**config.mk**
```make
export PLATFORM = sky130hd
export DESIGN_NAME = gemm_tile_sched
export DESIGN_NICKNAME = d
export VERILOG_FILES = /design/src/rtl/gemm_pkg.sv /design/src/rtl/gemm_idx_cnt.sv /design/src/rtl/gemm_tile_sched.sv
export SDC_FILE = /design/constraint.sdc
export NUM_CORES = 1
export LEC_CHECK = 0
export BUFFER_PORTS_ARGS = -buffer_cell sky130_fd_sc_hd__buf_2
export CAP_MARGIN = 10
export CORE_AREA = 2 2 160 162
export DETAILED_ROUTE_END_ITERATION = 10
export DIE_AREA = 0 0 162 164
export GPL_ROUTABILITY_DRIVEN = 0
export PLACE_DENSITY = 0.66
export SYNTH_ARGS = -nofsm -noshare
export SYNTH_HDL_FRONTEND = slang
export SYNTH_SLANG_ARGS = --single-unit
```
**constraint.sdc**
```tcl
create_clock -name iclk -period 3.1 [get_ports iclk]
set_input_delay 0.31 -clock iclk [delete_from_list [all_inputs] [get_ports iclk]]
set_output_delay 0.31 -clock iclk [all_outputs]
set_load 0.01 [all_outputs]
```
**src/rtl/gemm_pkg.sv**
```systemverilog
// Shared types and constants for the GEMM tile scheduler.
package gemm_pkg;

    typedef enum logic [2:0] {
        IDLE,
        ISSUE,
        DRAIN,
        WRITE,
        DONE
    } sched_state_t;

    // Cycles between the last operand read and the final product landing in acc:
    // one for the SRAM read, one for the multiplier register.
    localparam int unsigned DRAIN_CYCLES = 2;

    // Index counter width for a dimension of size n (at least one bit).
    function automatic int unsigned idx_w(input int unsigned n);
        return (n > 1) ? $clog2(n) : 1;
    endfunction

endpackage

```
**src/rtl/gemm_idx_cnt.sv**
```systemverilog
// Nested i/j/k loop counters for the tile scheduler.
// k steps once per operand read; i/j step once per accepted C write (row-major).
module gemm_idx_cnt
    import gemm_pkg::*;
#(
    parameter int unsigned MATRIX_WIDTH  = 4,
    parameter int unsigned MATRIX_HEIGHT = 4,
    parameter int unsigned MATRIX_ADJUST = 4
) (
    input  logic                               iclk,
    input  logic                               irst,
    input  logic                               k_step,
    input  logic                               ij_step,
    output logic [idx_w(MATRIX_ADJUST)-1:0]    k_idx,
    output logic [idx_w(MATRIX_WIDTH)-1:0]     j_idx,
    output logic [idx_w(MATRIX_HEIGHT)-1:0]    i_idx,
    output logic                               k_last,
    output logic                               j_last,
    output logic                               i_last
);

    localparam int unsigned KW = idx_w(MATRIX_ADJUST);
    localparam int unsigned JW = idx_w(MATRIX_WIDTH);
    localparam int unsigned IW = idx_w(MATRIX_HEIGHT);

    assign k_last = (k_idx == KW'(MATRIX_ADJUST - 1));
    assign j_last = (j_idx == JW'(MATRIX_WIDTH - 1));
    assign i_last = (i_idx == IW'(MATRIX_HEIGHT - 1));

    // Wrapping counters: k on its own enable, j carrying into i on the ij enable.
    always_ff @(posedge iclk) begin
        if (irst) begin
            k_idx <= '0;
            j_idx <= '0;
            i_idx <= '0;
        end else begin
            if (k_step) begin
                k_idx <= k_last ? '0 : k_idx + KW'(1);
            end
            if (ij_step) begin
                if (j_last) begin
                    j_idx <= '0;
                    i_idx <= i_last ? '0 : i_idx + IW'(1);
                end else begin
                    j_idx <= j_idx + JW'(1);
                end
            end
        end
    end

endmodule

```
**src/rtl/gemm_tile_sched.sv**
```systemverilog
// GEMM tile scheduler: reads A/B operands, feeds the registered tile multiplier,
// accumulates products over k and writes each C element on a valid/ready port.
module gemm_tile_sched
    import gemm_pkg::*;
#(
    parameter int unsigned DATA_WIDTH    = 64,
    parameter int unsigned MATRIX_WIDTH  = 4,
    parameter int unsigned MATRIX_HEIGHT = 4,
    parameter int unsigned MATRIX_ADJUST = 4,
    parameter int unsigned ADDR_WIDTH    = 8
) (
    input  logic                  iclk,
    input  logic                  irst,
    input  logic                  istart,
    output logic                  obusy,
    output logic                  odone,
    output logic                  ord_en,
    output logic [ADDR_WIDTH-1:0] oa_addr,
    output logic [ADDR_WIDTH-1:0] ob_addr,
    input  logic [DATA_WIDTH-1:0] ia_data,
    input  logic [DATA_WIDTH-1:0] ib_data,
    output logic [DATA_WIDTH-1:0] oa_tile,
    output logic [DATA_WIDTH-1:0] ob_tile,
    input  logic [DATA_WIDTH-1:0] iprod,
    output logic                  oc_valid,
    input  logic                  ic_ready,
    output logic [ADDR_WIDTH-1:0] oc_addr,
    output logic [DATA_WIDTH-1:0] oc_data
);

    localparam int unsigned KW = idx_w(MATRIX_ADJUST);
    localparam int unsigned JW = idx_w(MATRIX_WIDTH);
    localparam int unsigned IW = idx_w(MATRIX_HEIGHT);

    sched_state_t          state;
    logic [1:0]            drain_cnt;
    logic [DATA_WIDTH-1:0] acc;
    logic                  v0;
    logic                  v1;

    logic [KW-1:0] k_idx;
    logic [JW-1:0] j_idx;
    logic [IW-1:0] i_idx;
    logic          k_last;
    logic          j_last;
    logic          i_last;
    logic          handshake;

    assign handshake = (state == WRITE) && ic_ready;

    gemm_idx_cnt #(
        .MATRIX_WIDTH  (MATRIX_WIDTH),
        .MATRIX_HEIGHT (MATRIX_HEIGHT),
        .MATRIX_ADJUST (MATRIX_ADJUST)
    ) u_idx_cnt (
        .iclk    (iclk),
        .irst    (irst),
        .k_step  (state == ISSUE),
        .ij_step (handshake),
        .k_idx   (k_idx),
        .j_idx   (j_idx),
        .i_idx   (i_idx),
        .k_last  (k_last),
        .j_last  (j_last),
        .i_last  (i_last)
    );

    // Outputs decode only registered state and counters (no input-to-output paths
    // except the operand pass-through to the multiplier).
    assign obusy    = (state != IDLE);
    assign odone    = (state == DONE);
    assign ord_en   = (state == ISSUE);
    assign oc_valid = (state == WRITE);
    assign oc_data  = acc;
    assign oa_addr  = ADDR_WIDTH'(i_idx) * ADDR_WIDTH'(MATRIX_ADJUST) + ADDR_WIDTH'(k_idx);
    assign ob_addr  = ADDR_WIDTH'(k_idx) * ADDR_WIDTH'(MATRIX_WIDTH) + ADDR_WIDTH'(j_idx);
    assign oc_addr  = ADDR_WIDTH'(i_idx) * ADDR_WIDTH'(MATRIX_WIDTH) + ADDR_WIDTH'(j_idx);
    assign oa_tile  = ia_data;
    assign ob_tile  = ib_data;

    // Valid pipe tracking read data (v0) and multiplier output (v1).
    always_ff @(posedge iclk) begin
        if (irst) begin
            v0 <= 1'b0;
            v1 <= 1'b0;
        end else begin
            v0 <= ord_en;
            v1 <= v0;
        end
    end

    // Sequencer FSM plus accumulator; entering ISSUE overrides the accumulate with a clear.
    always_ff @(posedge iclk) begin
        if (irst) begin
            state     <= IDLE;
            drain_cnt <= '0;
            acc       <= '0;
        end else begin
            if (v1) begin
                acc <= acc + iprod;
            end
            case (state)
                IDLE: begin
                    if (istart) begin
                        state <= ISSUE;
                        acc   <= '0;
                    end
                end
                ISSUE: begin
                    if (k_last) begin
                        state     <= DRAIN;
                        drain_cnt <= '0;
                    end
                end
                DRAIN: begin
                    if (drain_cnt == 2'(DRAIN_CYCLES - 1)) begin
                        state <= WRITE;
                    end else begin
                        drain_cnt <= drain_cnt + 2'd1;
                    end
                end
                WRITE: begin
                    if (ic_ready) begin
                        if (i_last && j_last) begin
                            state <= DONE;
                        end else begin
                            state <= ISSUE;
                            acc   <= '0;
                        end
                    end
                end
                DONE: begin
                    state <= IDLE;
                end
                default: begin
                    state <= IDLE;
                end
            endcase
        end
    end

endmodule
```
==> metrics.txt, run 1 <==
status=complete, but fails checks; violations in the final reports=negative setup slack; die height=approximately 160 um; cell count after synthesis=between 900 and 1,000; worst reg-to-reg path cell count=13; relative max-transition margin=between 50 and 60%; top post-synthesis cells by area=dfxtp_1 20%, buf_4 14%, ha_1 11%; initial antenna violation count=1; timing-limited maximum frequency=0.309 GHz; worst ir drop on vdd=about 260 uV; Warnings, synthesis=0; leftover overflow at the end of global routing=0; Final setup viols=4; most common library cell in the layout ignoring fill and taps=buf_2; antenna viol nets, final=0; per-cell via count in the routed design=4.99; Slew @ Worst Pin=between 0.7 and 0.8 ns; share of Yosys cell area claimed by the top area cell type=20.3%; core area=around 25,000 um2; fraction of the yosys area taken by sequential cells=between 20% and 30%; die outline width=about 160 um; Detailed Route WL=23,000 um; worst-case clock skew=0.0123 ns; CTS tree=built; Hold Crit Depth=3; ys flop type=dfxtp_1; worst min-delay path startpoint=ic_ready; Placed Cells=roughly 1,400; cell type with the highest aggregate area in the netlist=dfxtp_1; flip-flop and latch count after synthesis=a little under 80; area of the mapped netlist=between 7000 and 8000 um2; total routing usage reported by global routing=between 10% and 20%; final critical-path required period=about 3.2 ns; post-route cell area=between 9000 and 10,000 um2; capture endpoint of the worst hold path=u_idx_cnt.j_idx[1]; H-tree levels=3; worst setup slack before clock tree synthesis=-0.412 ns; area growth from synthesis to final layout=21.5%; number of primary I/O pins=between 400 and 500; effective utilization at floorplan=30.6%; Worst R2R Start=oc_data[0]; detailed placer's ending HPWL=approximately 18,000 um; R2R setup slack=-0.14 ns; via count of the first global-routing pass=roughly 6,700; first-pass GRT wire length=34,400 um; count of non-filler cells in the finished layout=1,406; P_leak=0.00447 uW; reg-to-reg endpoint=oc_data[48]; critical path peak fanout=2; slowest cell on the critical path=fa_2; latest clock arrival within the worst-skew pair=about 0.35 ns; Placed Area=roughly 8500 um2; syn avg cell area=8.02 um2; setup repair after global routing missed its margin=true; final worst-path setup slack=-0.135 ns; DR vias=7,012; final clock period utilization by the worst path=104%; total design power=2850 uW; class of the most critical setup path=flip-flop to flip-flop; die area=around 27,000 um2; power per standard cell area=308 nW/um2; worst hold path class=input pin to flip-flop; cells along the critical path=ha_4, fa_2, a211oi_2, nor2_1, a311o_1, a32oi_2, o31ai_4, a2111oi_4, o31ai_2, a21o_1, a311oi_2, nor4b_1, a211o_1; leading cell types in the layout, fill and taps excluded=147 x buf_2, 130 x buf_4, 102 x nor2_1; Num CTS Buffers=9; biggest cell delay along the critical path=about 0.4 ns; pins over their slew limit=0; DRC violation count after routing=0; Layout Nets=approximately 1,300; Port-buffer cells=around 150; sink count of the clock tree=77; number of DRC markers after the initial detailed-route iteration=294; maximum number of pins on one net before global-route repair=36; clock slew seen by the registers of the worst setup and hold paths=about 0.07 ns; nature of the critical path startpoint=flip-flop; max cap viols=0; count of cell types in the netlist=79; detailed-route wire length per cell=~16 um; length of the first detailed-routing pass in iterations=4; share of final-layout standard cells stronger than drive strength 1=around 34%; Hold Vio Cnt, Final=0; critical path arrival=about 3.5 ns; Data required, critical path=between 3 and 4 ns; Max Buffers Root-to-Sink=2; Root Buffer=clkbuf_16; Synth async-reset ratio=0%; Row Count=slightly below 60; type of element capturing the critical path=flip-flop; count of flip-flops with a built-in enable after synthesis=0
stage by stage:
step | utilization (%) | setup TNS, ns | hold WS (ns)
after floorplan | - | -0.00478 | 0.382
after global placement | 34.1 | -1.44 | 0.420
after detailed placement | 34.1 | -2.24 | 0.428
after CTS | 36.0 | -0.300 | 0.265
after global routing | 37.2 | -1.66 | 0.294
final | 37.2 | -0.196 | 0.289
where the power goes:
part | internal (uW) | total (uW) | switching (uW)
sequential | 1000 | 1030 | 21.0
clock | 788 | 1250 | 462
combinational | 260 | 573 | 313
Yosys cell counts (3+ instances only):
cell type	instances
a21o_1	42
a31oi_1	15
nand3_1	13
and3_2	4
o21bai_1	14
and3_1	6
buf_4	146
clkbuf_2	3
nand4_1	12
buf_1	4
o22ai_1	4
nand2b_1	7
a21oi_1	70
a211oi_1	5
a41oi_1	3
nor2_1	102
nor2b_1	4
a22oi_1	3
o21ai_0	28
o21ai_1	8
buf_2	7
a21boi_0	3
o211ai_1	4
and2_1	6
nand2_1	61
nor3_1	11
a31o_2	3
nor3b_1	6
inv_1	18
ha_1	67
o31ai_1	5
xor2_1	27
clkbuf_1	16
dfxtp_1	77
xnor2_1	33
mux2i_1	56
metal layers:
layer / GRT usage (%) / wire length (um) / share of wire (%) / vias up
met2: 27.9 / 11000 / 48 / 216
met5: 0 / 0 / 0 / -
met1: 19.0 / 9460 / 41 / 3248
met4: 9.53 / 1120 / 4.9 / 0
met3: 3.61 / 1410 / 6.1 / 92
li1: - / - / - / 3456
how the worst max path moves through the flow:
stage,start,end,slack [ns]
after floorplan,oc_data[0],oc_data[48],-0.005
after global placement,iprod[0],oc_data[48],-0.32
after detailed placement,iprod[0],oc_data[48],-0.41
after CTS,oc_data[0],oc_data[48],-0.23
after global routing,oc_data[0],oc_data[48],-0.34
final,oc_data[0],oc_data[48],-0.14
state kept, by name, summed over array words and instances (netlist names):
register	count
oc_data	64
state	3
drain_cnt	2
u_idx_cnt.j_idx	2
v1	1
v0	1
u_idx_cnt.i_idx	2
u_idx_cnt.k_idx	2
worst max-delay path: cells and delay by family (launching register included):
kind / cells / cell delay (ns)
and+or+nand+nor: 2 / 0.16
DFF: 1 / 0.33
adders and majority gates: 2 / 0.57
AOI/OAI and AO/OA: 9 / 2.07
cell type report:
cell class / count / area (um2)
clock buffer: 10 / 229
fill: 2600 / 15600
sequential: 77 / 1550
tap: 330 / 413
clock inverter: 6 / 111
multi-input combinational: 684 / 5110
inverter: 18 / 67.6
antenna: 1 / 2.50
timing repair buffer: 280 / 1750
cell families (layout without fill, tap and decap cells):
logic type	Yosys count	in the layout	share of synthesized area, %
compound gates	236	236	20.9
xor+xnor	60	60	6.91
fa+ha+maj	68	68	11.3
buf+inv	198	314	17.6
flops	77	77	20.3
mux	56	56	7.37
other cells	1	13	0.0493
simple gates	252	252	15.6
what timing repair did:
action	CTS	global route
setup endpoints to repair	9	18
hold buffers	0	0
buffers inserted	4	7
hold endpoints to repair	0	0
resized for setup	19	41
pin swaps	10	17
No activity file was read; power rests on OpenSTA's default activity.
==> inputs of run 2 (changes only) <==
ABC_AREA = 1   (was unset)
CORE_AREA = unset   (was 2 2 160 162)
CORE_MARGIN = 1   (was unset)
CORE_UTILIZATION = 37   (was unset)
DIE_AREA = unset   (was 0 0 162 164)
PLACE_DENSITY = 0.72   (was 0.66)
==> run 2 against run 1 <==
Compared with the run above: the flow finishes with violations (design-rule violations); register-to-register slack better by 0.89 ns; total power increased by 55%; clock power shrank 14%; largest power group is now combinational logic; highest routed layer is now met5.
==> metrics.txt, run 2 <==
status=complete, but fails checks; violations in the final reports=design-rule violations; die outline width=166 um (+2.2%); count of cell types in the netlist=38 (-52%); power per standard cell area=431 nW/um2 (+40%); most common cell in the synthesized netlist=nand2_1; share of Yosys cell area claimed by the top area cell type=23.1% (+2.9 points); P_leak=0.00650 uW (+46%); DRC violation count after routing=120 (+120); final total negative setup slack=0 ns (+0.196 ns); fraction of power consumed by sequential logic=28.5% (-7.5 points); number of DRC markers after the initial detailed-route iteration=1,039 (+250%); top post-synthesis cells by area=nand2_1 23%, dfxtp_1 16%, inv_1 14%; R2R setup slack=0.76 ns (+0.89 ns); share of final-layout standard cells stronger than drive strength 1=12.1% (-22 points); sink count of the clock tree=77 (unchanged); area of the mapped netlist=9900 um2 (+30%); Port-buffer cells=147 (unchanged); final cell utilization of the core=39.2% (+1.9 points); Synth async-reset ratio=0% (unchanged); relative max-transition margin=53.7% (+2.6 points); Worst R2R Start=oc_data[0]; maximum number of pins on one net before global-route repair=75 (+110%); nature of the critical path startpoint=flip-flop; H-tree levels=3 (unchanged); leftover overflow at the end of global routing=0 (unchanged); number of fill cells in the layout=2,907 (+12%); Top Family by Delay on Critical Path=simple AND/OR/NAND/NOR gates; ys flop type=dfxtp_1; Root Buffer=clkbuf_16; fraction of the yosys area taken by sequential cells=15.6% (-4.7 points); flip-flop and latch count after synthesis=77 (unchanged); die area=27,400 um2 (+3.2%); termination of the worst setup path=oc_data[60]; CP startpoint=oc_data[0]; worst ir drop on vdd=427 uV (+65%); length of the first detailed-routing pass in iterations=9 (+5); most common library cell in the layout ignoring fill and taps=nand2_1; class of the most critical setup path=flip-flop to flip-flop; per-cell via count in the routed design=4.77 (-4.3%); core area=26,100 um2 (+5.3%); area growth from synthesis to final layout=3.36%; worst hold-check slack=0.225 ns (-0.0640 ns); syn avg cell area=5.41 um2 (-33%); final clock period utilization by the worst path=75.6% (-29 points); worst reg-to-reg path cell count=16 (+3); reg-to-reg endpoint=oc_data[60]; initial antenna violation count=2 (+1); number of primary I/O pins=416 (unchanged); worst hold path class=input pin to flip-flop; via count of the first global-routing pass=9,495 (+41%); CTS tree=built; Data required, critical path=3.35 ns (+0.02 ns); Detailed Route WL=31,000 um (+35%); Slew @ Worst Pin=0.692 ns (-0.0408 ns); most frequent cell on the critical path=nand2_1; die height=166 um (+0.96%); net switching fraction of the power=46.5% (+19 points); worst setup slack before clock tree synthesis=0.708 ns (+1.12 ns); Largest register FFs=64 (unchanged); total routing usage reported by global routing=22.5% (+6.1 points); DR vias=10,400 (+48%); Num CTS Buffers=9 (unchanged); biggest cell delay along the critical path=0.44 ns (+0.04 ns); leading cell types in the layout, fill and taps excluded=610 x nand2_1, 371 x inv_1, 230 x nor2_1; slowest cell on the critical path=fa_1; setup repair after global routing missed its margin=false; count of flip-flops with a built-in enable after synthesis=0 (unchanged); first-pass GRT wire length=47,800 um (+39%); max cap viols=0 (unchanged); part of the total power dissipated in combinational logic=47.1% (+27 points); Final setup viols=0 (-4); type of element capturing the critical path=flip-flop; total number of cells along the worst setup path=16 (+3); Buf/Inv on CP=2 (+2); Post-CTS Repair Setup Buffers=0 (-4); pins over their slew limit=0 (unchanged); timing-limited maximum frequency=0.427 GHz (+38%); cell-internal power=2360 uW (+15%); Row Count=59 (+1.7%); cell type with the highest aggregate area in the netlist=nand2_1; final worst-path setup slack=0.756 ns (+0.891 ns); Hold Vio Cnt, Final=0 (unchanged); top cell types by occurrence after synthesis=610 x nand2_1, 371 x inv_1, 230 x nor2_1; critical path peak fanout=4 (+2); worst-case clock skew=0.0134 ns (+0.00108 ns); antenna viol nets, final=0 (unchanged); cells along the critical path=ha_1, fa_1, nand2_1, inv_1, nand2_1, nand2_1, nand3_1, nand3_1, nand2_1, nand2_1, nand2_1, nand2_1, nand2_1, nand3_1, nand2_1, inv_1; detailed-route wire length per cell=14.3 um (-13%); fraction of power consumed by the clock network=24.4% (-20 points); switching power of the nets=2050 uW (+160%); clock slew seen by the registers of the worst setup and hold paths=0.07 ns (about the same); cell count after synthesis=1,830 (+93%); Max Buffers Root-to-Sink=2 (unchanged); detailed placer's ending HPWL=25,600 um (+39%); Warnings, synthesis=0 (unchanged); count of instances resized after the clock tree is built=0 (-19); effective utilization at floorplan=37.9% (+7.3 points); final critical-path required period=2.34 ns (-0.891 ns); latest clock arrival within the worst-skew pair=0.36 ns (about the same); Layout Nets=2,099 (+57%); Placed Cells=2,159 (+57%); critical path arrival=2.59 ns (-0.88 ns); count of hold-fix buffers inserted at cts=0 (unchanged); count of non-filler cells in the finished layout=2,176 (+55%)
[run 2: cell types whose count changed after synthesis, sizes merged, moves of 30 or more]
| cell | previous run | this run |
|---|---|---|
| nand3 | 13 | 86 |
| mux2i | 56 | 0 |
| nor2 | 102 | 247 |
| a21o | 44 | 0 |
| inv | 18 | 382 |
| nand2 | 62 | 621 |
| xnor2 | 33 | 3 |
[run 2: routing by layer]
layer	track usage, %	vias to the layer above	part of all wire [%]
met5	0	-	0.042
met4	14.4	2	4.8
met3	4.15	100	9.9
met2	34.4	461	42
met1	28.9	4514	43
li1	-	5309	-
[run 2: worst reg2reg max path, cell delays in order, from the launching register on]
cell	delay [ns]
dfxtp_1	0.33
ha_1	0.23
fa_1	0.44
nand2_1	0.10
inv_1	0.05
nand2_1	0.05
nand2_1	0.11
nand3_1	0.09
nand3_1	0.13
nand2_1	0.10
nand2_1	0.19
nand2_1	0.15
nand2_1	0.06
nand2_1	0.05
nand3_1	0.06
nand2_1	0.07
inv_1	0.04
[run 2: kinds of logic after synthesis]
family                   share of synthesized area (%)
AO/OA/AOI/OAI                                     6.46
XOR/XNOR                                          2.12
adder cells (fa/ha/maj)                           8.67
buffers and inverters                             26.6
flip-flops                                        15.6
other                                           0.0379
AND/OR/NAND/NOR                                   40.6
[run 2: area by class of cell]
cell class / count / area [um2] / share of cell area (%)
diodes: 1 / 2.50 / 0.0245
clock buffers: 10 / 229 / 2.24
clock inverters: 6 / 52.6 / 0.514
inverters: 385 / 1450 / 14.1
multi-input cells: 1212 / 5770 / 56.4
flip-flops and latches: 77 / 1550 / 15.1
well taps: 335 / 419 / 4.10
repair buffers: 150 / 771 / 7.53
[run 2: metrics by stage]
stage                     cell area [um2]  total power, uW
after floorplan                      9940             2890
after global placement               9950             3300
after detailed placement             9950             3320
after CTS                           10200             4430
after global routing                10200             4750
final                               10200             4410
[run 2: worst min-delay path by stage]
| stage | startpoint | to | slack, ns | cells after the start |
|---|---|---|---|---|
| finish | irst | v1 | 0.22 | 2 |
| global route | irst | v1 | 0.24 | 2 |
| CTS | irst | v1 | 0.21 | 2 |
| detailed placement | v0 | v1 | 0.40 | 2 |
| global placement | v0 | v1 | 0.40 | 2 |
| floorplan | v0 | v1 | 0.39 | 2 |
[run 2: power by group through the flow]
| stage | combinational, uW | clock (uW) | sequential [uW] |
|---|---|---|---|
| 6_report | 2070 | 1070 | 1260 |
| 5_1_grt | 2330 | 1140 | 1280 |
| 4_1_cts | 2060 | 1110 | 1260 |
| 3_5_place_dp | 2040 | 0 | 1280 |
| 3_3_place_gp | 2030 | 0 | 1270 |
| 2_1_floorplan | 1610 | 0 | 1280 |
